===== src/rtl/pe_array_seq.sv =====
// Tile sequencer for a ROWS x COLS systolic PE grid: clear, operand feed,
// skew flush with zero padding, then result-row drain over valid/ready.
module pe_array_seq #(
   parameter  int WIDTH = 8,
   parameter  int ROWS  = 4,
   parameter  int COLS  = 4,
   parameter  int K_W   = 5,
   localparam int RS_W  = $clog2(ROWS) + 1,
   localparam int F_W   = $clog2(ROWS + COLS) + 1
) (
   input  logic            clk,
   input  logic            reset,
   input  logic            start,
   input  logic [K_W-1:0]  k_len,
   input  logic            hold,
   output logic            busy,
   output logic            rd_en,
   output logic [K_W-1:0]  rd_addr,
   output logic            pe_clear,
   output logic            pe_enable,
   output logic            zero_pad,
   output logic            out_valid,
   input  logic            out_ready,
   output logic [RS_W-1:0] res_sel,
   output logic            done
);

   if (WIDTH < 1 || ROWS < 1 || COLS < 1 || K_W < 1) begin : g_bad_param
      $error("pe_array_seq: WIDTH, ROWS, COLS and K_W must all be >= 1");
   end

   typedef enum logic [2:0] {
      S_IDLE, S_CLEAR, S_FEED, S_FLUSH, S_DRAIN, S_DONE
   } state_t;

   localparam logic [F_W-1:0]  F_LAST = F_W'(ROWS + COLS - 2);
   localparam logic [RS_W-1:0] R_LAST = RS_W'(ROWS - 1);

   state_t          state_q, state_d;
   logic [K_W-1:0]  kreg_q, kreg_d;
   logic [K_W-1:0]  k_q, k_d;
   logic [F_W-1:0]  f_q, f_d;
   logic [RS_W-1:0] r_q, r_d;
   logic            ov_q, ov_d;

   always_ff @(posedge clk or posedge reset) begin
      if (reset) begin
         state_q <= S_IDLE;
         kreg_q  <= '0;
         k_q     <= '0;
         f_q     <= '0;
         r_q     <= '0;
         ov_q    <= 1'b0;
      end else begin
         state_q <= state_d;
         kreg_q  <= kreg_d;
         k_q     <= k_d;
         f_q     <= f_d;
         r_q     <= r_d;
         ov_q    <= ov_d;
      end
   end

   always_comb begin
      state_d   = state_q;
      kreg_d    = kreg_q;
      k_d       = k_q;
      f_d       = f_q;
      r_d       = r_q;
      ov_d      = ov_q;
      rd_en     = 1'b0;
      pe_enable = 1'b0;
      case (state_q)
         S_IDLE: begin
            if (start) begin
               kreg_d  = k_len;
               state_d = S_CLEAR;
            end
         end
         S_CLEAR: begin
            k_d     = '0;
            f_d     = '0;
            r_d     = '0;
            ov_d    = 1'b0;
            state_d = (kreg_q == '0) ? S_DRAIN : S_FEED;
         end
         S_FEED: begin
            // The grid consumes the previous read word while the next is fetched.
            rd_en     = ~hold;
            pe_enable = ov_q & ~hold;
            if (rd_en) begin
               k_d  = k_q + K_W'(1);
               ov_d = 1'b1;
               if (k_q == kreg_q - K_W'(1)) state_d = S_FLUSH;
            end
         end
         S_FLUSH: begin
            pe_enable = ~hold;
            if (!hold) begin
               ov_d = 1'b0;
               if (f_q == F_LAST) state_d = S_DRAIN;
               else               f_d     = f_q + F_W'(1);
            end
         end
         S_DRAIN: begin
            if (out_ready) begin
               if (r_q == R_LAST) state_d = S_DONE;
               else               r_d     = r_q + RS_W'(1);
            end
         end
         S_DONE: begin
            k_d     = '0;
            r_d     = '0;
            state_d = S_IDLE;
         end
         default: state_d = S_IDLE;
      endcase
   end

   assign busy      = (state_q != S_IDLE);
   assign rd_addr   = k_q;
   assign pe_clear  = (state_q == S_CLEAR);
   assign zero_pad  = (state_q == S_FLUSH) && (f_q != '0);
   assign out_valid = (state_q == S_DRAIN);
   assign res_sel   = r_q;
   assign done      = (state_q == S_DONE);

endmodule


===== config.mk =====
export PLATFORM = sky130hd
export DESIGN_NAME = pe_array_seq
export DESIGN_NICKNAME = d
export VERILOG_FILES = /design/src/rtl/pe_array_seq.sv
export SDC_FILE = /design/constraint.sdc
export NUM_CORES = 1
export LEC_CHECK = 0
export CAP_MARGIN = 20
export CELL_PAD_IN_SITES_DETAIL_PLACEMENT = 1
export CELL_PAD_IN_SITES_GLOBAL_PLACEMENT = 1
export CORE_MARGIN = 2
export CORE_UTILIZATION = 38
export DETAILED_ROUTE_END_ITERATION = 10
export PLACE_DENSITY = 0.75
export RECOVER_POWER = 100
export SYNTH_ARGS = -nofsm -noshare
export SYNTH_HDL_FRONTEND = slang
export SYNTH_SLANG_ARGS = --single-unit
export TNS_END_PERCENT = 5

===== constraint.sdc =====
create_clock -name clk -period 2.1 [get_ports clk]
set_input_delay 0.42 -clock clk [delete_from_list [all_inputs] [get_ports clk]]
set_output_delay 0.42 -clock clk [all_outputs]
set_load 0.005 [all_outputs]

==> results of run 1 <==
## worst max-delay path: stages, from the launching register on
cell	delay, ns
dfrtp_2	0.50
nand2b_1	0.23
nor2_2	0.15
clkdlybuf4s50_1	0.51
## routing by layer
metal	share of wire [%]	global-route usage [%]	vias up
met5	0	0	-
met2	52	34.4	24
met1	41	20.1	542
met3	4.9	5.59	8
li1	-	-	543
met4	1.8	5.47	0
## sequential cells by signal, indices dropped and copies added (netlist names)
name and count:
f_q 4, kreg_q 5, ov_q 1, rd_addr 5, res_sel 3, state_q 3
## report_power, final
| part | switching (uW) | internal [uW] | total (uW) |
|---|---|---|---|
| registers | 216 | 567 | 783 |
| logic | 586 | 668 | 1250 |
| clock network | 125 | 74.1 | 199 |
## kinds of logic (layout without fill, tap and decap cells)
group,after synthesis,count (layout),share of synthesized area [%]
and+or+nand+nor,50,50,21.7
adders and majority gates,7,7,6.89
xor gates and xnor gates,8,8,5.51
buffers and inverters,14,57,4.43
DFF,21,21,41.3
muxes,9,9,7.68
AOI/OAI and AO/OA,24,24,12.5
## worst max-delay path by stage
stage	endpoint	slack [ns]	cells past startpoint
after detailed placement	pe_enable	-0.11	4
after floorplan	res_sel[0]	0.55	6
after CTS	pe_clear	0.004	3
after global placement	pe_enable	-0.09	4
after global routing	done	-0.06	3
final	pe_clear	-0.01	3
## synthesized netlist by cell type
cell | n | area (um^2)
mux2_1 | 6 | 67.6
dfrtp_1 | 21 | 526
nand2b_1 | 6 | 37.5
inv_1 | 10 | 37.5
xnor2_1 | 3 | 26.3
o21a_1 | 1 | 7.51
mux2i_1 | 3 | 30.0
nor3b_1 | 1 | 7.51
o211ai_1 | 1 | 7.51
nand3_1 | 5 | 25.0
and2_1 | 1 | 6.26
a22o_1 | 2 | 17.5
a2bb2oi_1 | 1 | 8.76
o31a_1 | 1 | 8.76
nor2b_1 | 1 | 6.26
nand2_1 | 10 | 37.5
or3_1 | 2 | 12.5
nand4_1 | 3 | 18.8
o31ai_1 | 3 | 22.5
buf_2 | 3 | 15.0
xor2_1 | 5 | 43.8
nor2_1 | 14 | 52.6
a21bo_1 | 1 | 10.0
nor3b_2 | 1 | 12.5
o21ai_1 | 1 | 5.00
a21oi_1 | 7 | 35.0
ha_1 | 7 | 87.6
nor4b_4 | 1 | 23.8
a31oi_1 | 1 | 6.26
nand3b_1 | 2 | 15.0
nor3_1 | 2 | 10.0
clkbuf_1 | 1 | 3.75
o21ai_0 | 4 | 20.0
o211a_1 | 1 | 10.0
nor3_2 | 1 | 10.0
## through the flow
step	cell area, um^2	util [%]
floorplan	1270	-
global placement	1620	49.3
detailed placement	1620	49.3
CTS	1690	51.4
global route	1710	52.2
finish	1710	52.2
## cell type report
cell class                 instances  area, um^2
clock buffer                       4        26.3
fill                             394        1570
inverter                          10        37.5
multi-input combinational         98         697
timing repair buffer              43         367
sequential                        21         529
tap                               46        57.6
## timing repair
item                       in CTS  in global routing
resized for setup              11                  2
setup endpoints to repair       7                  3
pin swaps                       2                  0
buffers inserted                6                  4
==> results.txt, run 1 <==
DRT Pass-1 Iters: 4
Initial antenna violation count: 0
CTS tree: yes
Post-Syn Area: 1270 um^2
Setup violators final: 1
GRT Util Overall: 18.5%
Total power: 2240 uW
Outcome: complete, but fails checks
Data arrival time of the critical path: 1.69 ns
R2R Path End: f_q[0]
Final setup slack of the worst path: -0.0119 ns
Drt total wl: 3390 um
Req. time, crit path: 1.68 ns
N_diodes: 0
RR Startpoint: state_q[2]
GP Congestion: 0.760
Clk buf depth: 2
R2r worst-path depth: 6
Total negative slack: -0.0119 ns
Core area: 3280 um^2
Distinct cells, synth: 35
Clock skew: 0.00150 ns
Vias per cell: 5.03
# rows: 21
Pleak: 0.000788 uW
Hold path endpoint: res_sel[2]
Syn avg cell area: 9.56 um^2
Max Slew Vio Count: 0
Syn. warnings: 0
Post-synthesis sequential area ratio: 41.3%
WHS: 0.532 ns
Critical path class: reg -> out
Hold Crit Start: res_sel[2]
PortBufs: 24
Worst setup EP type: output pin
Pin count of the biggest net entering global routing: 22
CTS Hold Bufs: 0
Final Non-Filler Cells: 222
Total die area: 3820 um^2
Final #Nets: 194
PwrDens: 1300 nW/um^2
Peak VDD IR: 0.608 mV
Global-route wire length before repair: 5170 um
Fin. Hold Viols: 0
RSZ-0062 raised after global routing: true
Crit-path max FO: 7
Period Utilization, post-route: 101%
Final ANT Viol Nets: 0
Total number of vias: 1117
Worst-Skew Late Latency: 0.30 ns
HPWL after DPL: 2390 um
I/O Pins: 25
Synth-to-layout area growth: 34.8%
Average wire per standard cell: 15.3 um
Die Y: 61.8 um
1st-iter DRT viols: 26
Failing checks: setup timing
Max Cap Violations: 0
Gr ovfl total: 0
Slew headroom: 20.8%
Hold path cells: 1
CP Launch Point: state_q[1]
Worst-path clk slew: 0.12 ns
CTS root buffer: clkbuf_4
Crit path launch type: flop
Layout cells sized above 1: 16.5%
Peak Freq: 474 MHz
Syn nets: 150
Most frequent cells in the layout: 18 x dfrtp_1, 18 x clkdlybuf4s50_1, 16 x buf_4
Hold Crit Class: reg -> reg
Least-Margin Pin Slew: 1.19 ns
DRC: 0
CTS Sinks: 21
Dpl cells: 208
Final min period: 2.11 ns
Initial Util: 38.7%
Synth Instances: 133
H-Tree Depth: 1
Number of global-route vias before repair: 1178
R2r setup slk: 0.39 ns
Num CTS Buffers: 3
Pre-CTS WS: -0.109 ns
Post-synthesis register bit count: 21
Chip Width: 61.8 um
Power figures use the tool's default switching activity.
==> run 2, diff against run 1 <==
--- a/config.mk
+++ b/config.mk
@@ -10,7 +10,9 @@
 export CELL_PAD_IN_SITES_GLOBAL_PLACEMENT = 1
 export CORE_MARGIN = 2
 export CORE_UTILIZATION = 38
+export CTS_BUF_LIST = sky130_fd_sc_hd__clkbuf_16
 export DETAILED_ROUTE_END_ITERATION = 10
+export GPL_ROUTABILITY_DRIVEN = 0
 export PLACE_DENSITY = 0.75
 export RECOVER_POWER = 100
 export SYNTH_ARGS = -nofsm -noshare
==> run 2 against run 1 <==
Against the previous run:
- worst setup slack improved by 0.020 ns
- routed wire length shrank 3.8%
- clock-buffer cell count is 1 lower
- via count down 0.98%
- largest power group unchanged
- sequential cell count stayed put
- the flow now finishes without violations
- cell count decreased by 3.6%
==> results.txt, run 2 (synthesized netlist as in run 1, its figures left out) <==
Synth-to-layout area growth: 35.9% (was 34.8%)
Vias per cell: 5.17 (was 5.03)
HPWL after DPL: 2390 um (unchanged)
RSZ-0062 raised after global routing: true (unchanged)
Total die area: 3820 um^2 (unchanged)
Num CTS Buffers: 3 (unchanged)
Most frequent cells in the layout: 19 x clkdlybuf4s50_1, 17 x dfrtp_1, 12 x nor2_1 (was 18 x dfrtp_1, 18 x clkdlybuf4s50_1, 16 x buf_4)
Worst-path clk slew: 0.06 ns (was 0.12 ns)
Reg power frac: 35.1% (was 35.0%)
Max Slew Vio Count: 0 (unchanged)
Peak Freq: 478 MHz (was 474 MHz)
RR Startpoint: state_q[1] (was state_q[2])
GRT Util Overall: 18.3% (was 18.5%)
Clock skew: 0.00148 ns (was 0.00150 ns)
Setup violators final: 0 (was 1)
Least-Margin Pin Slew: 1.19 ns (about the same)
Core area: 3280 um^2 (unchanged)
Dpl cells: 208 (unchanged)
CTS tree: yes (unchanged)
Slew headroom: 20.7% (was 20.8%)
Final min period: 2.09 ns (was 2.11 ns)
Crit path launch type: flop (unchanged)
# rows: 21 (unchanged)
Layout cells sized above 1: 13.1% (was 16.5%)
CTS Sinks: 21 (unchanged)
Final ANT Viol Nets: 0 (unchanged)
Average wire per standard cell: 15.2 um (was 15.3 um)
Final Non-Filler Cells: 214 (was 222)
Peak VDD IR: 0.676 mV (was 0.608 mV)
Global-route wire length before repair: 5110 um (was 5170 um)
Critical path class: reg -> out (unchanged)
Most common cell after layout, fill and taps aside: clkdlybuf4s50_1
N_diodes: 0 (unchanged)
Hold path cells: 1 (unchanged)
Gr ovfl total: 0 (unchanged)
Hold Crit Class: reg -> reg (unchanged)
H-Tree Depth: 1 (unchanged)
CTS root buffer: clkbuf_16 (was clkbuf_4)
Req. time, crit path: 1.68 ns (about the same)
Initial antenna violation count: 0 (unchanged)
Final #Nets: 186 (was 194)
Data arrival time of the critical path: 1.67 ns (was 1.69 ns)
I/O Pins: 25 (unchanged)
Clock power frac: 16.8% (was 8.9%)
Total negative slack: 0 ns (was -0.0119 ns)
Share of total power in combinational logic: 48.1% (was 56.1%)
Period Utilization, post-route: 99.6% (was 101%)
CP Launch Point: state_q[1] (unchanged)
Total number of vias: 1106 (was 1117)
Pin count of the biggest net entering global routing: 22 (unchanged)
Initial Util: 38.7% (unchanged)
Number of global-route vias before repair: 1129 (was 1178)
Pleak: 0.000806 uW (was 0.000788 uW)
CP max stage cell: clkdlybuf4s50_1 (unchanged)
PortBufs: 24 (unchanged)
Outcome: completed (was complete, but fails checks)
Total power: 2350 uW (was 2240 uW)
1st-iter DRT viols: 19 (was 26)
Psw: 910 uW (was 927 uW)
R2R Path End: f_q[0] (unchanged)
PwrDens: 1360 nW/um^2 (was 1300 nW/um^2)
R2r worst-path depth: 5 (was 6)
Final Util: 52.6% (was 52.2%)
Worst path cell trace: nand2b_1, nor2_2, clkdlybuf4s50_1 (unchanged)
DRT Pass-1 Iters: 3 (was 4)
Worst setup EP type: output pin (unchanged)
Worst-Skew Late Latency: 0.25 ns (was 0.30 ns)
DRC: 0 (unchanged)
Switching share of power: 38.7% (was 41.4%)
Crit-path max FO: 14 (was 7)
R2r setup slk: 0.36 ns (was 0.39 ns)
Drt total wl: 3260 um (was 3390 um)
Hold path endpoint: res_sel[2] (unchanged)
Chip Width: 61.8 um (unchanged)
Crit path largest cell delay: 0.52 ns (was 0.51 ns)
Hold Crit Start: res_sel[2] (unchanged)
# fillers: 385 (was 394)
Die Y: 61.8 um (unchanged)
Pint: 1440 uW (was 1310 uW)
Clk buf depth: 2 (unchanged)
Fin. Hold Viols: 0 (unchanged)
Max Cap Violations: 0 (unchanged)
[run 2: cell type report]
class                           instances  area [um^2]  share of cell area (%)
Multi-Input combinational cell         98          694                    40.2
Sequential cell                        21          531                    30.7
Timing Repair Buffer                   35          329                    19.0
Clock buffer                            3         75.1                    4.34
Tap cell                               46         57.6                    3.33
Inverter                               10         37.5                    2.17
Clock inverter                          1         3.75                   0.217
[run 2: worst max-delay path: cells and delay by family, from the launching register on]
family                 cells  cell delay (ns)
buffers and inverters      1             0.52
and+or+nand+nor            2             0.40
DFF                        1             0.51
[run 2: timing repair]
| item | in CTS | in global routing |
|---|---|---|
| hold buffers | 0 | 0 |
| endpoints found under the setup margin | 7 | 7 |
| buffers inserted | 0 | 2 |
| hold endpoints to repair | 0 | 0 |
| resized for setup | 6 | 5 |
[run 2: how the worst max path moves through the flow]
| stage | to | slack (ns) | cells past startpoint |
|---|---|---|---|
| 3_3_place_gp | pe_enable | -0.09 | 4 |
| 6_report | pe_clear | 0.008 | 3 |
| 5_1_grt | done | -0.05 | 3 |
| 2_1_floorplan | res_sel[0] | 0.55 | 6 |
| 3_5_place_dp | pe_enable | -0.11 | 4 |
| 4_1_cts | zero_pad | -0.004 | 3 |
[run 2: layer usage]
layer,global-route usage (%),up-vias,part of all wire [%]
met2,33.7,14,53
li1,-,526,-
met3,5.80,4,2.9
met5,0,-,0
met1,20.8,562,43
met4,3.65,0,0.80
[run 2: through the flow]
| step | setup slack [ns] | hold WS, ns | area (um^2) |
|---|---|---|---|
| floorplan | 0.554 | 0.397 | 1270 |
| global placement | -0.0916 | 0.503 | 1620 |
| detailed placement | -0.109 | 0.511 | 1620 |
| CTS | -0.00362 | 0.520 | 1710 |
| global route | -0.0546 | 0.552 | 1730 |
| finish | 0.00819 | 0.518 | 1730 |
[run 2: power groups by stage]
stage	clock network [uW]	logic, uW	registers [uW]
2_1_floorplan	0	745	706
3_3_place_gp	0	1040	808
3_5_place_dp	0	1110	814
4_1_cts	408	1130	824
5_1_grt	422	1270	850
6_report	395	1130	825
==> run 3, diff against run 2 <==
--- a/config.mk
+++ b/config.mk
@@ -15,6 +15,7 @@
 export GPL_ROUTABILITY_DRIVEN = 0
 export PLACE_DENSITY = 0.75
 export RECOVER_POWER = 100
+export SLEW_MARGIN = 40
 export SYNTH_ARGS = -nofsm -noshare
 export SYNTH_HDL_FRONTEND = slang
 export SYNTH_SLANG_ARGS = --single-unit
==> results of run 3 <==
No change in the layout: final DEF, timing and power equal those of run 2.
